--- config.mk ---
export PLATFORM = sky130hd
export DESIGN_NAME = vga_line_prefetch
export DESIGN_NICKNAME = d
export VERILOG_FILES = /design/src/rtl/vga_line_prefetch.sv
export SDC_FILE = /design/constraint.sdc
export NUM_CORES = 1
export LEC_CHECK = 0
export ABC_AREA = 1
export CAP_MARGIN = 20
export CORE_UTILIZATION = 40
export CTS_BUF_LIST = sky130_fd_sc_hd__clkbuf_16
export DETAILED_ROUTE_END_ITERATION = 8
export MAX_ROUTING_LAYER = met4
export SETUP_SLACK_MARGIN = 0.02
export SLEW_MARGIN = 10
export SYNTH_ARGS = -nofsm -noshare
export SYNTH_HDL_FRONTEND = slang
export SYNTH_SLANG_ARGS = --single-unit
--- constraint.sdc ---
create_clock -name clk -period 8.65 [get_ports clk]
set_clock_uncertainty 0.15 [all_clocks]
set_input_delay 0.865 -clock clk [delete_from_list [all_inputs] [get_ports clk]]
set_output_delay 0.865 -clock clk [all_outputs]
set_load 0.05 [all_outputs]
--- src/rtl/vga_line_prefetch.sv ---
// Line prefetcher feeding the VGA output stage: keeps the displayed line and the next one
// resident in a two-bank line buffer, refilled word by word over the request handler bus.
module vga_line_prefetch #(
  parameter logic [31:0] BASE_ADDR = 32'h0,
  parameter int          LINES     = 96,
  parameter int          WORDS     = 4
) (
  input  logic        clk,
  input  logic        rst,
  input  logic [1:0]  VGA_state,
  input  logic        data_en,
  input  logic [31:0] word_address_dest,
  output logic [31:0] SRAM_data_in,
  output logic        SRAM_busy,
  output logic        bus_req,
  output logic [31:0] bus_addr,
  output logic [3:0]  bus_sel,
  input  logic [31:0] bus_rdata,
  input  logic        bus_ack
);

  localparam logic [7:0] LAST_LINE_LIMIT = 8'(LINES);
  localparam logic [1:0] LAST_WORD       = 2'(WORDS - 1);

  typedef enum logic [1:0] {IDLE, REQ, FILL} state_t;

  state_t      state;
  logic [31:0] bank_data [2][4];
  logic [6:0]  bank_tag  [2];
  logic [1:0]  bank_valid;
  logic [7:0]  fetch_line;
  logic [1:0]  word_cnt;
  logic [7:0]  disp_line;
  logic        pending_start;
  logic [1:0]  prev_state;

  logic [8:0]  off;
  logic [6:0]  line;
  logic [1:0]  word;
  logic        rd_bank;
  logic        hit;
  logic        frame_start;
  logic [7:0]  fetch_limit;
  logic        can_fetch;

  function automatic logic [31:0] line_word_addr(input logic [6:0] l, input logic [1:0] w);
    return BASE_ADDR + {23'd0, l, w};
  endfunction

  assign off     = 9'(word_address_dest - BASE_ADDR);
  assign line    = off[8:2];
  assign word    = off[1:0];
  assign rd_bank = line[0];

  assign hit          = data_en & bank_valid[rd_bank] & (bank_tag[rd_bank] == line);
  assign SRAM_data_in = hit ? bank_data[rd_bank][word] : 32'd0;
  assign SRAM_busy    = data_en & ~hit;

  assign frame_start = (VGA_state == 2'd1) && (prev_state != 2'd1);

  // Before any line is displayed both banks are free, so lines 0 and 1 may be fetched;
  // afterwards stay one line ahead of the display so its bank is never overwritten.
  assign fetch_limit = (disp_line == 8'hFF) ? 8'd1 : disp_line + 8'd1;
  assign can_fetch   = (fetch_line < LAST_LINE_LIMIT) && (fetch_line <= fetch_limit);

  always_ff @(posedge clk) begin
    if (rst) begin
      state         <= IDLE;
      bus_req       <= 1'b0;
      bus_addr      <= 32'd0;
      bus_sel       <= 4'h0;
      bank_valid    <= 2'b00;
      bank_tag[0]   <= 7'd0;
      bank_tag[1]   <= 7'd0;
      fetch_line    <= LAST_LINE_LIMIT;
      word_cnt      <= 2'd0;
      disp_line     <= 8'hFF;
      pending_start <= 1'b0;
      prev_state    <= 2'd0;
    end else begin
      prev_state <= VGA_state;
      if (data_en)
        disp_line <= {1'b0, line};
      if (frame_start)
        disp_line <= 8'hFF;

      case (state)
        IDLE: begin
          if (pending_start) begin
            bank_valid    <= 2'b00;
            fetch_line    <= 8'd0;
            pending_start <= 1'b0;
          end else if (can_fetch) begin
            bank_valid[fetch_line[0]] <= 1'b0;
            word_cnt <= 2'd0;
            bus_req  <= 1'b1;
            bus_sel  <= 4'hF;
            bus_addr <= line_word_addr(fetch_line[6:0], 2'd0);
            state    <= REQ;
          end
        end
        REQ: begin
          if (bus_ack) begin
            // A new frame abandons the partly filled line; its bank stays invalid.
            if (pending_start || frame_start) begin
              bus_req <= 1'b0;
              bus_sel <= 4'h0;
              state   <= IDLE;
            end else begin
              bank_data[fetch_line[0]][word_cnt] <= bus_rdata;
              if (word_cnt == LAST_WORD) begin
                bus_req <= 1'b0;
                bus_sel <= 4'h0;
                state   <= FILL;
              end else begin
                word_cnt <= word_cnt + 2'd1;
                bus_addr <= line_word_addr(fetch_line[6:0], word_cnt + 2'd1);
              end
            end
          end
        end
        FILL: begin
          bank_tag[fetch_line[0]]   <= fetch_line[6:0];
          bank_valid[fetch_line[0]] <= 1'b1;
          fetch_line <= fetch_line + 8'd1;
          state      <= IDLE;
        end
        default: state <= IDLE;
      endcase

      if (frame_start)
        pending_start <= 1'b1;
    end
  end

endmodule

==> flow_summary.toml <==
[outcome]
status = "finished clean"

[worst_setup_path]
cp-end-kind = "output port"
cp_max_fo = 68
rrSetupSlack_ns = 5.67
critPathArrivalTime_ns = 4.40
r2r-start = "disp_line[0]"
crit_required_ns = 7.64
path_class = "primary input to output port"
r2r_cells = 16
cp-start-kind = "primary input"
rr_endpoint = "bus_addr[7]"

[sta]
period_needed_ns = 5.415
rsz0062_at_grt = "no"
finalHoldViolCount = 0
worst_slack_ns = 3.235
period_share_pct = 62.60
fmax_ghz = 0.1847
final-setup-viol-count = 0
worst_slew_pin_slew_ns = 0.9938
relSlewSlack_pct = 33.74
maxSlewViolCount = 0
tns_ns = 0

[global_routing]
grt_pass1_wl_mm = 42.76
grtUsageTotal_pct = 17.13
grt-ovfl-total = 0
grt_pass1_vias = 7856
grt_max_degree = 92
antenna_found_initial = 3

[floorplanning]
fp-row-count = 65
start_util_pct = 40.57
dieArea_um2 = 32640
dieHeight_um = 180.7
core-area_um2 = 31470
ios = 140
die_x_um = 180.7

[place]
portBuffers = 93
placed_cells = 1536
place_congestion = 0.7792
place_ws_ns = 3.159
hpwl_mm = 14.62

[clock_tree]
clk_pin_slew_ns = 0.06
hold_buffers = 0
h-tree-depth = 1
cts_root_buffer = "clkbuf_16"
cts_made_buffers = 31
clk_path_buf_depth = 3
clk-insertion-delay-late_ns = 0.54
clock-sinks = 303
post_cts_buffers = 0
cts_tree = "built"
cts_resized = 0

[worst_hold_path]
min_path_cells = 2
hold_path_end = "bus_addr[8]"
min-delay-start = "bus_addr[8]"
hp-class = "register to register"

[synth]
synth_cell_types = 35
yosysMostFrequentCell = "nand2_1"
yosysTopAreaCell = "edfxtp_1"
avgSynthCellArea_um2 = 11.68
async_reset_ff_share_pct = 0
yosysWarnings = 0
synth_area_um2 = 12770
synth_common_cells = "nand2_1, edfxtp_1, a21oi_1"
synth_edf_count = 270
synthCells = 1093
ys_seq_area_share_pct = 68.67
yosys_register_bits = 303
ys.flop_type = "edfxtp_1"
synth.area.top_cells = "edfxtp_1, nand2_1, dfxtp_1"
synth_top_area_share_pct = 63.49

[detailed_routing]
drt_wl_total_mm = 26.84
ant_nets = 0
first_pass_iters = 5
vias = 8129
wl_per_cell_um = 16.82
drc = 0
detail_route.vias_per_cell = 5.093
drtIter0Drc = 572

[finish]
n_fill_cell = 2820
instances_no_fill = 1596
drive_above_1_share_pct = 7.053
nets = 1251
syn_to_final_growth_pct = 16.13

[power]
peakVddDrop_uv = 136.6
switching_share_pct = 23.98
pwr-share-comb_pct = 9.8
powerDensity_nw_per_um2 = 211.4
p_int_mw = 2.383
power_frac_seq_pct = 51.8
p_sw_mw = 0.7518
clkPwrFrac_pct = 38.4
leakage_nw = 5.236

[job]
max-cap-violations = 0
worst max path at each step:
| stage | endpoint | depth (start not counted) | start | slack [ns] |
|---|---|---|---|---|
| 6_report | SRAM_data_in[28] | 9 | word_address_dest[2] | 3.23 |
| 4_1_cts | SRAM_data_in[28] | 9 | word_address_dest[2] | 3.14 |
| 3_3_place_gp | SRAM_data_in[28] | 9 | word_address_dest[2] | 3.15 |
| 3_5_place_dp | SRAM_data_in[28] | 9 | word_address_dest[2] | 3.16 |
| 2_1_floorplan | bank_data[0][0] | 5 | rst | 4.17 |
| 5_1_grt | SRAM_data_in[28] | 9 | word_address_dest[2] | 2.92 |
cells in the final DEF, fill, tap and decap left out, types with 4 or more instances in the layout:
cell,synthesis,routed
nand2_1,298,298
edfxtp_1,270,270
clkdlybuf4s50_1,0,90
a21oi_1,83,83
nor2_1,68,68
inv_1,43,49
o21ai_0,41,41
dfxtp_1,33,33
a32oi_1,31,31
a32o_1,31,31
clkbuf_16,0,31
nand3_1,28,28
conb_1,1,24
buf_4,28,15
ha_1,14,14
nor2_2,12,12
clkinv_1,1,11
nor3_2,3,11
clkinv_2,0,7
xor2_1,6,6
nand3b_1,4,4
o211ai_1,4,4
registers in the layout (all words and copies together), names as in the netlist:
| register | cells |
|---|---|
| bank_valid | 2 |
| bus_sel | 1 |
| state | 2 |
| word_cnt | 1 |
| bus_addr | 8 |
| fetch_line | 8 |
| pending_start | 1 |
| prev_state | 2 |
| disp_line | 8 |
| bank_data | 256 |
| bank_tag | 14 |
cell type report:
type                    instances  area, µm²  share of cell area [%]
repair buffers                106       1018                   6.868
inverters                      46      175.2                   1.181
diodes                          3      7.507                 0.05062
multi-input cells             679       3441                   23.20
clock buffers                  31      775.7                   5.231
clock inverters                26      140.1                  0.9450
flip-flops and latches        303       8768                   59.13
well taps                     402      503.0                   3.392
cells by family after synthesis:
logic type | synth area share (%)
and+or+nand+nor | 13.96
DFF | 68.67
AOI/OAI and AO/OA | 9.975
buffers and inverters | 5.379
adders and majority gates | 1.372
xor gates and xnor gates | 0.6173
other | 0.02937
metrics by stage:
stage	power, mW	area [µm²]	hold slack (ns)	utilization [%]
after floorplan	1.880	12860	0.3078	-
after global placement	1.960	13910	0.3229	44.18
after detailed placement	1.963	13910	0.3255	44.18
after CTS	3.164	14820	0.3477	47.09
after global routing	3.252	14830	0.3702	47.12
final	3.135	14830	0.3408	47.12
power groups by stage:
| stage | logic (mW) | registers (mW) | clock network [mW] |
|---|---|---|---|
| 2_1_floorplan | 0.197 | 1.68 | 0 |
| 3_3_place_gp | 0.305 | 1.65 | 0 |
| 3_5_place_dp | 0.308 | 1.65 | 0 |
| 4_1_cts | 0.310 | 1.62 | 1.23 |
| 5_1_grt | 0.340 | 1.63 | 1.29 |
| 6_report | 0.307 | 1.62 | 1.20 |
worst max-delay path: stages:
cell             delay [ns]
buf_4                  0.56
inv_4                  0.38
or2_1                  0.33
o21ai_1                0.09
xor2_1                 0.10
nor3_2                 0.25
nand2_2                0.54
nor2_1                 0.38
clkdlybuf4s50_1        0.86
routing by layer:
metal  wire (µm)  vias to the layer above  track usage (%)
li1            -                     3991                -
met1       12680                     3945            22.66
met2       12480                      154            27.85
met3        1239                       39            2.668
met4         445                        0            3.795
met5           0                        -                -
Power figures use the tool's default switching activity.
